===== config.mk =====
export PLATFORM = sky130hd
export DESIGN_NAME = snake_engine
export DESIGN_NICKNAME = d
export VERILOG_FILES = /design/src/rtl/snake_pkg.sv /design/src/rtl/snake_collide.sv /design/src/rtl/snake_engine.sv
export SDC_FILE = /design/constraint.sdc
export NUM_CORES = 1
export LEC_CHECK = 0
export BUFFER_PORTS_ARGS = -buffer_cell sky130_fd_sc_hd__buf_2
export CORE_ASPECT_RATIO = 1.1
export CORE_UTILIZATION = 40
export CTS_CLUSTER_DIAMETER = 40
export DETAILED_ROUTE_END_ITERATION = 10
export PLACE_DENSITY = 0.59
export SLEW_MARGIN = 10
export SYNTH_ARGS = -nofsm -noshare
export SYNTH_HDL_FRONTEND = slang
export SYNTH_HIERARCHICAL = 1
export SYNTH_SLANG_ARGS = --single-unit

===== constraint.sdc =====
create_clock -name system_clk -period 13.3 [get_ports system_clk]
set_input_delay 0 -clock system_clk [delete_from_list [all_inputs] [get_ports system_clk]]
set_output_delay 0 -clock system_clk [all_outputs]
set_load 0.03 [all_outputs]

===== src/rtl/snake_pkg.sv =====
// Shared types and helpers for the snake game core.
package snake_pkg;

  typedef enum logic [1:0] {
    DIR_UP    = 2'd0,
    DIR_DOWN  = 2'd1,
    DIR_LEFT  = 2'd2,
    DIR_RIGHT = 2'd3
  } dir_e;

  typedef logic [1:0] state_t;

  localparam state_t ST_IDLE = 2'd0;
  localparam state_t ST_RUN  = 2'd1;
  localparam state_t ST_OVER = 2'd2;

  function automatic dir_e opposite(input dir_e d);
    case (d)
      DIR_UP:   opposite = DIR_DOWN;
      DIR_DOWN: opposite = DIR_UP;
      DIR_LEFT: opposite = DIR_RIGHT;
      default:  opposite = DIR_LEFT;
    endcase
  endfunction

endpackage


===== src/rtl/snake_collide.sv =====
// Combinational self-collision check of a candidate cell against the live segments.
module snake_collide
  import snake_pkg::*;
#(
  parameter int MAX_LEN = 16,
  parameter int XW      = 3,
  parameter int YW      = 3,
  parameter int LW      = 5
) (
  input  logic [XW-1:0]         next_x,
  input  logic [YW-1:0]         next_y,
  input  logic [MAX_LEN*XW-1:0] seg_x_flat,
  input  logic [MAX_LEN*YW-1:0] seg_y_flat,
  input  logic [LW-1:0]         length,
  input  logic                  grow,
  output logic                  hit
);

  localparam int LW1 = LW + 1;

  logic [LW:0] limit;

  // Without growth the tail vacates this step, so it is excluded.
  always_comb begin
    limit = grow ? {1'b0, length} : ({1'b0, length} - LW1'(1));
    hit   = 1'b0;
    for (int i = 0; i < MAX_LEN; i++) begin
      if (LW1'(i) < limit && seg_x_flat[i*XW +: XW] == next_x &&
          seg_y_flat[i*YW +: YW] == next_y) begin
        hit = 1'b1;
      end
    end
  end

endmodule


===== src/rtl/snake_engine.sv =====
// Snake game core: segment shift register, direction control, collision and
// start/run/over sequencing, plus a registered active-low row readout.
module snake_engine
  import snake_pkg::*;
#(
  parameter int GRID_W   = 8,
  parameter int GRID_H   = 8,
  parameter int MAX_LEN  = 16,
  parameter int INIT_LEN = 3,
  parameter int INIT_X   = 3,
  parameter int INIT_Y   = 3,
  parameter int WRAP     = 1,
  parameter int XW       = $clog2(GRID_W),
  parameter int YW       = $clog2(GRID_H),
  parameter int LW       = $clog2(MAX_LEN + 1)
) (
  input  logic              system_clk,
  input  logic              rst,
  input  logic              step,
  input  logic              start,
  input  logic              key_up,
  input  logic              key_down,
  input  logic              key_left,
  input  logic              key_right,
  input  logic [XW-1:0]     food_x,
  input  logic [YW-1:0]     food_y,
  input  logic              food_valid,
  input  logic [YW-1:0]     rd_row,
  output logic [GRID_W-1:0] rd_data,
  output logic [XW-1:0]     head_x,
  output logic [YW-1:0]     head_y,
  output logic [LW-1:0]     length,
  output logic [15:0]       score,
  output logic              eaten,
  output logic              game_over,
  output logic [1:0]        state
);

  logic [XW-1:0]     seg_x_q [MAX_LEN];
  logic [XW-1:0]     seg_x_d [MAX_LEN];
  logic [YW-1:0]     seg_y_q [MAX_LEN];
  logic [YW-1:0]     seg_y_d [MAX_LEN];
  logic [LW-1:0]     length_q, length_d;
  logic [15:0]       score_q, score_d;
  logic              eaten_q, eaten_d;
  logic              over_q, over_d;
  state_t            state_q, state_d;
  dir_e              committed_q, committed_d;
  dir_e              pending_q, pending_d;
  logic [GRID_W-1:0] rd_data_q, rd_data_d;

  logic [XW-1:0]         next_x;
  logic [YW-1:0]         next_y;
  logic                  wall_hit, grow, self_hit;
  logic [MAX_LEN*XW-1:0] seg_x_flat;
  logic [MAX_LEN*YW-1:0] seg_y_flat;
  logic                  key_valid;
  dir_e                  key_dir;

  // Committed direction is loaded from pending on the step itself, so the
  // candidate head is derived from the pending direction.
  always_comb begin
    next_x   = seg_x_q[0];
    next_y   = seg_y_q[0];
    wall_hit = 1'b0;
    unique case (pending_q)
      DIR_UP: begin
        if (seg_y_q[0] == '0) begin
          next_y   = YW'(GRID_H - 1);
          wall_hit = (WRAP == 0);
        end else begin
          next_y = seg_y_q[0] - YW'(1);
        end
      end
      DIR_DOWN: begin
        if (seg_y_q[0] == YW'(GRID_H - 1)) begin
          next_y   = '0;
          wall_hit = (WRAP == 0);
        end else begin
          next_y = seg_y_q[0] + YW'(1);
        end
      end
      DIR_LEFT: begin
        if (seg_x_q[0] == '0) begin
          next_x   = XW'(GRID_W - 1);
          wall_hit = (WRAP == 0);
        end else begin
          next_x = seg_x_q[0] - XW'(1);
        end
      end
      DIR_RIGHT: begin
        if (seg_x_q[0] == XW'(GRID_W - 1)) begin
          next_x   = '0;
          wall_hit = (WRAP == 0);
        end else begin
          next_x = seg_x_q[0] + XW'(1);
        end
      end
    endcase
    grow = food_valid && !wall_hit && next_x == food_x && next_y == food_y;
  end

  always_comb begin
    for (int i = 0; i < MAX_LEN; i++) begin
      seg_x_flat[i*XW +: XW] = seg_x_q[i];
      seg_y_flat[i*YW +: YW] = seg_y_q[i];
    end
  end

  snake_collide #(
    .MAX_LEN(MAX_LEN),
    .XW     (XW),
    .YW     (YW),
    .LW     (LW)
  ) u_collide (
    .next_x    (next_x),
    .next_y    (next_y),
    .seg_x_flat(seg_x_flat),
    .seg_y_flat(seg_y_flat),
    .length    (length_q),
    .grow      (grow),
    .hit       (self_hit)
  );

  always_comb begin
    key_valid = 1'b1;
    key_dir   = DIR_RIGHT;
    if (key_up)         key_dir = DIR_UP;
    else if (key_down)  key_dir = DIR_DOWN;
    else if (key_left)  key_dir = DIR_LEFT;
    else if (key_right) key_dir = DIR_RIGHT;
    else                key_valid = 1'b0;
  end

  always_comb begin
    seg_x_d     = seg_x_q;
    seg_y_d     = seg_y_q;
    length_d    = length_q;
    score_d     = score_q;
    eaten_d     = 1'b0;
    over_d      = over_q;
    state_d     = state_q;
    committed_d = committed_q;
    pending_d   = pending_q;

    case (state_q)
      ST_IDLE: begin
        if (start) state_d = ST_RUN;
      end
      ST_RUN: begin
        if (step) begin
          committed_d = pending_q;
          if (wall_hit || self_hit) begin
            state_d = ST_OVER;
            over_d  = 1'b1;
          end else begin
            for (int i = MAX_LEN - 1; i > 0; i--) begin
              seg_x_d[i] = seg_x_q[i-1];
              seg_y_d[i] = seg_y_q[i-1];
            end
            seg_x_d[0] = next_x;
            seg_y_d[0] = next_y;
            if (grow) begin
              if (length_q < LW'(MAX_LEN)) length_d = length_q + LW'(1);
              if (score_q != 16'hFFFF) score_d = score_q + 16'd1;
              eaten_d = 1'b1;
            end
          end
        end
      end
      default: begin
        if (start) begin
          for (int i = 0; i < MAX_LEN; i++) begin
            seg_x_d[i] = XW'(INIT_X - i);
            seg_y_d[i] = YW'(INIT_Y);
          end
          length_d    = LW'(INIT_LEN);
          score_d     = '0;
          over_d      = 1'b0;
          state_d     = ST_IDLE;
          committed_d = DIR_RIGHT;
        end
      end
    endcase

    // Reversal is judged against the direction in force after this cycle.
    if (key_valid && key_dir != opposite(committed_d)) pending_d = key_dir;
    if (state_q == ST_OVER && start) pending_d = DIR_RIGHT;
  end

  always_comb begin
    rd_data_d = '1;
    for (int x = 0; x < GRID_W; x++) begin
      for (int i = 0; i < MAX_LEN; i++) begin
        if (LW'(i) < length_q && seg_y_q[i] == rd_row && seg_x_q[i] == XW'(x)) begin
          rd_data_d[x] = 1'b0;
        end
      end
    end
  end

  always_ff @(posedge system_clk or posedge rst) begin
    if (rst) begin
      for (int i = 0; i < MAX_LEN; i++) begin
        seg_x_q[i] <= XW'(INIT_X - i);
        seg_y_q[i] <= YW'(INIT_Y);
      end
      length_q    <= LW'(INIT_LEN);
      score_q     <= '0;
      eaten_q     <= 1'b0;
      over_q      <= 1'b0;
      state_q     <= ST_IDLE;
      committed_q <= DIR_RIGHT;
      pending_q   <= DIR_RIGHT;
      rd_data_q   <= '1;
    end else begin
      seg_x_q     <= seg_x_d;
      seg_y_q     <= seg_y_d;
      length_q    <= length_d;
      score_q     <= score_d;
      eaten_q     <= eaten_d;
      over_q      <= over_d;
      state_q     <= state_d;
      committed_q <= committed_d;
      pending_q   <= pending_d;
      rd_data_q   <= rd_data_d;
    end
  end

  assign rd_data   = rd_data_q;
  assign head_x    = seg_x_q[0];
  assign head_y    = seg_y_q[0];
  assign length    = length_q;
  assign score     = score_q;
  assign eaten     = eaten_q;
  assign game_over = over_q;
  assign state     = state_q;

endmodule


Word level (Yosys, flattened, before mapping)
Cells that the tools add are included.
- reductions and logical operators: 211
- mux-type cells: 198
- add/sub/neg operators: 7
- bitwise gates (word level): 1
- magnitude comparators: 33
- eq/ne operators: 179
- operator list (cell ; number):
    $mux 48 ; 6
    $eq 3x3->1 const B ; 65
    $pmux 48 s2 ; 2
    $logic_and 1x1->1 ; 181
    $mux 1 ; 157
    $eq 3x3->1 ; 50
    $eq 3x2->1 const B ; 32
    $mux 16 ; 5
    $logic_not 3->1 ; 17
    $eq 3x1->1 const B ; 16
    $lt 4x6->1 const A ; 8
    $lt 4x5->1 const A ; 8
    $pmux 16 s2 ; 1
    $mux 5 ; 5
    $lt 3x6->1 const A ; 4
    $lt 3x5->1 const A ; 4
    $mux 2 ; 10
    $add 16x1->16 const B ; 1
    $ne 16x16->1 const B ; 1
    $lt 1x6->1 const A ; 2
    $lt 2x6->1 const A ; 2
    $mux 3 ; 4
    $ne 2x2->1 const B ; 6
    $pmux 3 s2 ; 2
    other kinds (24) ; 40
- word-level logic and storage cells: 669
- input port bits: 18
- output and inout bits: 39
- flip-flop bits (word level): 133

Depth between registers and ports, before layout
- depth after elaboration: 31
- gate-level depth with buffers: 25
- gate-level depth less buffers: 21

By module
Netlist, hierarchy kept.
- modules (own cells, without submodules) (module ; sequential area each (um^2) ; area an instance (um^2) ; times used ; cells each):
    snake_engine ; 3415.8 ; 8119.0 ; 1 ; 971
    snake_collide ; 0.0 ; 1485.2 ; 1 ; 190

Worst setup path before layout
OpenSTA, ideal clock, no wires.
- path type: reg2reg
- from: register seg_y_q (netlist bit head_y[0])
- to: register score_q[9], in the netlist score[9]
- cell stages (with the launch flop): 26
- setup slack: 7984 ps
- arrival: 5238 ps
- path buffers: 4
- period minus slack after synthesis: 5316 ps
- required time: 13222 ps
- path through: dfstp_2 > clkbuf_1 > inv_1 > ha_1 > nor4bb_1 > a2111oi_2 > xor2_1 > a221oi_4 > nand2_4 > clkbuf_1 > inv_1 > buf_4 > nand2b_2 > xor2_2 > nand2_1 > nor4_1 > nor3_1 > nor3_1 > nand3_1 > or2_2 > clkbuf_1 > a32o_1 > inv_1 > nand2_1 > or4_1 > a21oi_1
- cells in the longest elaborated chain, start to end: 28
- elaborated cells between the ends (all ways): 94
- those cells by class: 2 x add/sub; 16 x order compare; 20 x eq/ne; 20 x mux; 36 x reduce/logical
- ends and longest elaborated chain (element ; RTL line ; text):
    start, declared ; snake_engine.sv:41 ; logic [YW-1:0] seg_y_q [MAX_LEN];
    start signal, assigned by index ; snake_engine.sv:206 ; seg_y_q[i] <= YW'(INIT_Y);
    start signal, assigned ; snake_engine.sv:218 ; seg_y_q <= seg_y_d;
    $add 3x1->3, or another cell as far along ; snake_engine.sv:80 ; next_y = seg_y_q[0] + YW'(1);
    $mux 3 (on tied branches) ; snake_engine.sv:76, snake_engine.sv:68 ;
    $pmux 3 s2 * ; snake_engine.sv:66 ; unique case (pending_q)
    net next_y[2] ; snake_engine.sv:53 ; logic [YW-1:0] next_y;
    $eq 3x3->1 * ; snake_engine.sv:100 ; grow = food_valid && !wall_hit && next_x == food_x && next_y == food_y;
    $logic_and 1x1->1 * ; snake_engine.sv:100 ;
    net grow ; snake_engine.sv:54 ; logic wall_hit, grow, self_hit;
    $mux 6 * ; snake_collide.sv:25 ; limit = grow ? {1'b0, length} : ({1'b0, length} - LW1'(1));
    $lt 1x6->1 ; snake_collide.sv:28 ; if (LW1'(i) < limit && seg_x_flat[i*XW +: XW] == next_x &&
    $logic_and 1x1->1 (2 in series) ; snake_collide.sv:28 ;
    $mux 1 (15 in series) ; snake_collide.sv:28 ;
    $mux 1 * ; snake_collide.sv:28 ;
    net self_hit ; snake_engine.sv:54 ;
    $logic_or 1x1->1 * ; snake_engine.sv:153 ; if (wall_hit || self_hit) begin
    $ne 2x2->1 (no line) * ; n/a ;
    $reduce_and 6->1 (no line) * ; n/a ;
    end signal, assigned ; snake_engine.sv:220 ; score_q <= score_d;
    end, declared ; snake_engine.sv:44 ; logic [15:0] score_q, score_d;
Mark *: on every way through the listed nets, which the timed path passes. The rest lies on a longest branch.
A chain may end at the register's enable or synchronous reset.

Final worst setup path
- from: register seg_y_q (netlist bit head_y[0])
- to: register seg_x_q (netlist bit seg_x_flat[43])
- cells in the longest elaborated chain, start to end: 28
- elaborated cells between the ends (all ways): 93
- those cells by class: 2 x add/sub; 16 x order compare; 19 x eq/ne; 20 x mux; 36 x reduce/logical
- ends and longest elaborated chain (element ; RTL line ; text):
    $add 3x1->3, or another cell as far along ; snake_engine.sv:80 ;
    $mux 3 (on tied branches) ; snake_engine.sv:76, snake_engine.sv:68 ;
    $pmux 3 s2 * ; snake_engine.sv:66 ;
    net next_y[2] ; snake_engine.sv:53 ;
    $eq 3x3->1 * ; snake_engine.sv:100 ;
    $logic_and 1x1->1 * ; snake_engine.sv:100 ;
    net grow ; snake_engine.sv:54 ;
    $mux 6 * ; snake_collide.sv:25 ;
    $lt 1x6->1 ; snake_collide.sv:28 ;
    $logic_and 1x1->1 (2 in series) ; snake_collide.sv:28 ;
    $mux 1 (15 in series) ; snake_collide.sv:28 ;
    $mux 1 * ; snake_collide.sv:28 ;
    net self_hit ; snake_engine.sv:54 ;
    $logic_or 1x1->1 * ; snake_engine.sv:153 ;
    $ne 2x2->1 (no line) * ; n/a ;
    $reduce_and 4->1 (no line) * ; n/a ;
    end signal, assigned by index ; snake_engine.sv:205 ; seg_x_q[i] <= XW'(INIT_X - i);
    end signal, assigned ; snake_engine.sv:217 ; seg_x_q <= seg_x_d;
    end, declared ; snake_engine.sv:39 ; logic [XW-1:0] seg_x_q [MAX_LEN];
Marked as above.

==> reports/summary.md <==
Entering global routing, the biggest net connects 75 pins. Clock-pin slew was measured on the worst setup and hold paths at 0.06 ns. Using the TritonRoute via totals, the vias-per-cell ratio works out to 5.89. The min-delay analysis places its worst path in the category in -> reg. 57 I/O pins were placed. At the later pin of the worst-skew pair, clock insertion delay measures 0.42 ns. Measured along the x axis, the die boundary spans 150 um. In the synthesized netlist the dominant register cell turns out to be sky130_fd_sc_hd__dfstp_2. CTS saw 133 sinks. The met2 wirelength from detailed routing is 15400 um. Setup violations remaining at the end of the flow were counted as 0.

The count of endpoints failing hold in the final timing report was 0. The share of total power consumed by net switching is 0.502. Endpoint type of the worst setup path: a register. The number of buffers created by CTS is 17, and the overall power of the completed layout is 0.00311 W.

The leakage component of the power came out at 4.29 nW. The critical-path maximum fanout is 71. The logs give 0 for the post-detailed-route count of antenna-violating nets and 0.00155 W for the internal portion of total power. In this run, the number of DRC markers left after iteration 0 of detailed routing was 668. The worst register-to-register path ends at seg_x_flat[43]. The average instance area after synthesis is 8.27 um2, and the fraction of power consumed by combinational cells is 0.530. The critical path starts at head_y[0]. The first global-routing pass estimated 50100 um of wire.

For the level count of the clock H-tree, the log shows 4. Worst setup path category: reg -> reg. After detailed routing, the average wire length per cell comes to 21.3 um.

The detailed router put a total of 13400 um of wire on met1. The required time reported for the critical path endpoint came out at 13.63 ns. The number of enable flip-flop cells after synthesis works out to 0.

The setup slack of the worst register-to-register path is 7.13 ns. After the flow finishes, the layout carries non-filler instances totaling 1486. The net count of the finished layout was 1200; the post-synthesis sequential element count was 133. In the routed design, unresolved DRC markers number 0. In this run the cell area measured after placement is 9970 um2. 0 antenna diodes ended up in the layout. After synthesis, the netlist uses 85 different library cells.

The HPWL after detailed placement is 22100 um. The mapped netlist covers 9600 um2. The final route contains 8755 vias.

The run gives 0 as the number of resized instances in the post-cts repair step. The number of max-slew violations in the final report is 0, and the warning count from the yosys run is 6. The tools report the master cell of the clock root buffer as sky130_fd_sc_hd__clkbuf_16. The critical path goes through inv_1, ha_1, nor4_1, a2111oi_4, buf_4, xor2_1, a221oi_4, nand2_4, inv_1, nand2b_2, xor2_2, nand2_1, nor4_1, nor3_1, nor3_1, nand3_1, or2_2, buf_4, nand2_2, buf_4, nand3_1, o21ai_0.

The top layer used by detailed routing was met4. VDD sags by at most 208 uV. The leftover overflow at the end of global routing was 0. The final critical-path share of the clock period is 0.464. For the worst setup path, the data arrival time is 6.50 ns.

On the worst path, the slowest cell contributes a delay of 0.66 ns. The critical path endpoint was seg_x_flat[43]. Summed over all nets, the switching power comes to 0.00156 W. Row generation in the floorplan step produced 59 rows. The routed design could run at a clock period as short as 6.17 ns.

Share of async-settable or async-resettable flops after synthesis: 1.00. The fraction of layout instances using a drive strength above 1 is 0.167. The flow ran to the end, and the final reports show no timing, DRC or antenna violations.

Initial standard-cell utilization of the core: 0.407. Total routing resource utilization after global routing: 0.268. The post-synthesis instance total was 1161; the height of the die was 165 um. Relative to the synthesized area, the layout overhead comes to 10.6%. The run gives 0.196 as the worst max-slew margin expressed relative to the limit.

The number of search-and-repair iterations in the first detailed-routing pass is 5. TritonCTS built the clock tree. Net count after synthesis: 1193. The most frequent cell on the critical path was sky130_fd_sc_hd__buf_4. The final weighted congestion in routability-driven placement was 0.931; the die area was 24600 um2.

The maximum clock rate was 162 MHz; the setup TNS after final layout was 0 ns. During placement, the flow inserted port buffers numbering 56. For the pin with the worst max-slew slack, the measured transition is 1.20 ns.

Setup repair after global routing left no endpoint under its margin. Number of antenna violations at the first check in global routing: 0. The maximum root-to-sink buffer count is 2. The part of the Yosys area used for sequential elements was 0.356. The largest individual stage delay along the critical path comes from the cell sky130_fd_sc_hd__dfstp_2.

Buffers added to address setup during post-CTS repair amount to 0. Relative contribution of the clock network to total power: 0.152. The run gives 1720 um as the amount of wire on met3 after detailed routing. The via count of the first global-routing pass was 8455; the routed wire length was 31600 um.

The number of cells on the worst reg-to-reg path is 22. The power share of the sequential group is 0.317. The worst setup path is launched from a register.

The startpoint identified for the worst register-to-register timing path is head_y[0]. The power density over cell area was 293 nW/um2; the maximum clock skew at final layout was 0.0119 ns. Once placement completed, the tool counted placed cells totaling 1446. The max-capacitance violation count came out at 0.

The floorplan core area came out at 23600 um2. The area of all placed cells without fillers was 10600 um2. The core utilization of the finished layout is 0.450.
==> cells in the final DEF, fill, tap and decap left out, types with 7 or more instances in the layout <==
master | netlist | layout
sky130_fd_sc_hd__or4_1 | 7 | 7
sky130_fd_sc_hd__and3_1 | 9 | 9
sky130_fd_sc_hd__nand4_1 | 25 | 25
sky130_fd_sc_hd__nand3b_1 | 10 | 10
sky130_fd_sc_hd__o31ai_1 | 10 | 10
sky130_fd_sc_hd__nand2b_1 | 17 | 17
sky130_fd_sc_hd__a31oi_1 | 14 | 14
sky130_fd_sc_hd__dlygate4sd3_1 | 0 | 8
sky130_fd_sc_hd__o22ai_1 | 13 | 13
sky130_fd_sc_hd__nor2_1 | 136 | 135
sky130_fd_sc_hd__and2_1 | 7 | 7
sky130_fd_sc_hd__buf_2 | 8 | 56
sky130_fd_sc_hd__a21oi_1 | 49 | 48
sky130_fd_sc_hd__ha_1 | 14 | 14
sky130_fd_sc_hd__o21ai_0 | 41 | 38
sky130_fd_sc_hd__nand2_1 | 133 | 131
sky130_fd_sc_hd__nor4_1 | 23 | 23
sky130_fd_sc_hd__nor3b_1 | 25 | 25
sky130_fd_sc_hd__nand3_1 | 53 | 53
sky130_fd_sc_hd__o32ai_1 | 7 | 7
sky130_fd_sc_hd__clkbuf_16 | 0 | 17
sky130_fd_sc_hd__dfstp_2 | 70 | 70
sky130_fd_sc_hd__xnor2_1 | 88 | 88
sky130_fd_sc_hd__xor2_1 | 70 | 70
sky130_fd_sc_hd__dfrtp_1 | 63 | 63
sky130_fd_sc_hd__inv_1 | 25 | 24
sky130_fd_sc_hd__nor3_1 | 57 | 57
sky130_fd_sc_hd__buf_4 | 17 | 12
==> cell type report <==
| cell class | count | area [um2] |
|---|---|---|
| Fill cell | 2381 | 13000 |
| Inverter | 26 | 103 |
| Clock inverter | 8 | 101 |
| Multi-Input combinational cell | 914 | 5700 |
| Sequential cell | 133 | 3420 |
| Tap cell | 305 | 382 |
| Timing Repair Buffer | 76 | 450 |
| Clock buffer | 24 | 472 |
==> critical path: cells and delay by family, from the launching register on <==
kind	cells	cell delay [ns]
flops	1	0.66
fa+ha+maj	1	0.22
buf+inv	5	1.58
xor+xnor	2	0.43
compound gates	3	0.70
simple gates	11	2.43
==> cell usage after synthesis, types with 41 or more instances <==
library cell | count | area [um2]
sky130_fd_sc_hd__nor2_1 | 136 | 510
sky130_fd_sc_hd__nand2_1 | 133 | 499
sky130_fd_sc_hd__xnor2_1 | 88 | 771
sky130_fd_sc_hd__dfstp_2 | 70 | 1840
sky130_fd_sc_hd__xor2_1 | 70 | 613
sky130_fd_sc_hd__dfrtp_1 | 63 | 1580
sky130_fd_sc_hd__nor3_1 | 57 | 285
sky130_fd_sc_hd__nand3_1 | 53 | 265
sky130_fd_sc_hd__clkbuf_1 | 51 | 191
sky130_fd_sc_hd__a21oi_1 | 49 | 245
sky130_fd_sc_hd__o21ai_0 | 41 | 205
==> registers in the layout (all words and copies together) (netlist names) <==
name,count
seg_x_flat,45
seg_y_flat,45
score,16
rd_data,8
length,5
head_x,3
head_y,3
committed_q,2
pending_q,2
state,2
eaten,1
game_over,1
==> what timing repair did <==
| item | 4_1_cts | 5_1_grt |
|---|---|---|
| hold buffers | 8 | 0 |
| setup endpoints to repair | 0 | 0 |
| endpoints found under the hold margin | 24 | 0 |
==> power by group through the flow <==
stage	Sequential, W	Clock [W]	Combinational, W
final	0.000988	0.000474	0.00165
after global routing	0.00101	0.000499	0.00180
after global placement	0.000987	0	0.00160
after CTS	0.000981	0.000481	0.00164
after detailed placement	0.000985	0	0.00163
after floorplan	0.000823	0	0.00135
==> kinds of logic (layout without fill, tap and decap cells) <==
logic type                 Yosys count  count (layout)  share of synthesized area
adders and majority gates           14              14                     0.0182
buffers and inverters              114             134                     0.0548
xor gates and xnor gates           161             161                      0.150
and+or+nand+nor                    530             530                      0.273
muxes                                4               4                    0.00430
AOI/OAI and AO/OA                  205             205                      0.144
DFF                                133             133                      0.356
==> per-layer routing <==
layer	GRT usage	up-vias
met5	0	-
met4	0.112	0
li1	-	4081
met3	0.0392	70
met1	0.344	4277
met2	0.449	327
==> how the worst min path moves through the flow <==
stage / start / endpoint / slack (ns) / cells past startpoint
finish: food_valid / eaten / 0.14 / 5
global route: food_valid / eaten / 0.20 / 5
CTS: food_valid / eaten / 0.12 / 5
detailed placement: rst / seg_y_flat[38] / 0.12 / 2
global placement: rst / seg_y_flat[26] / 0.11 / 2
floorplan: start / state[1] / 0.1 / 1
==> metrics by stage <==
stage	hold slack (ns)	setup slack [ns]
floorplan	0.0990	7.98
global placement	0.112	7.32
detailed placement	0.116	7.11
CTS	0.125	7.09
global route	0.197	6.52
finish	0.140	7.13
(Power assumes the default switching activity.)
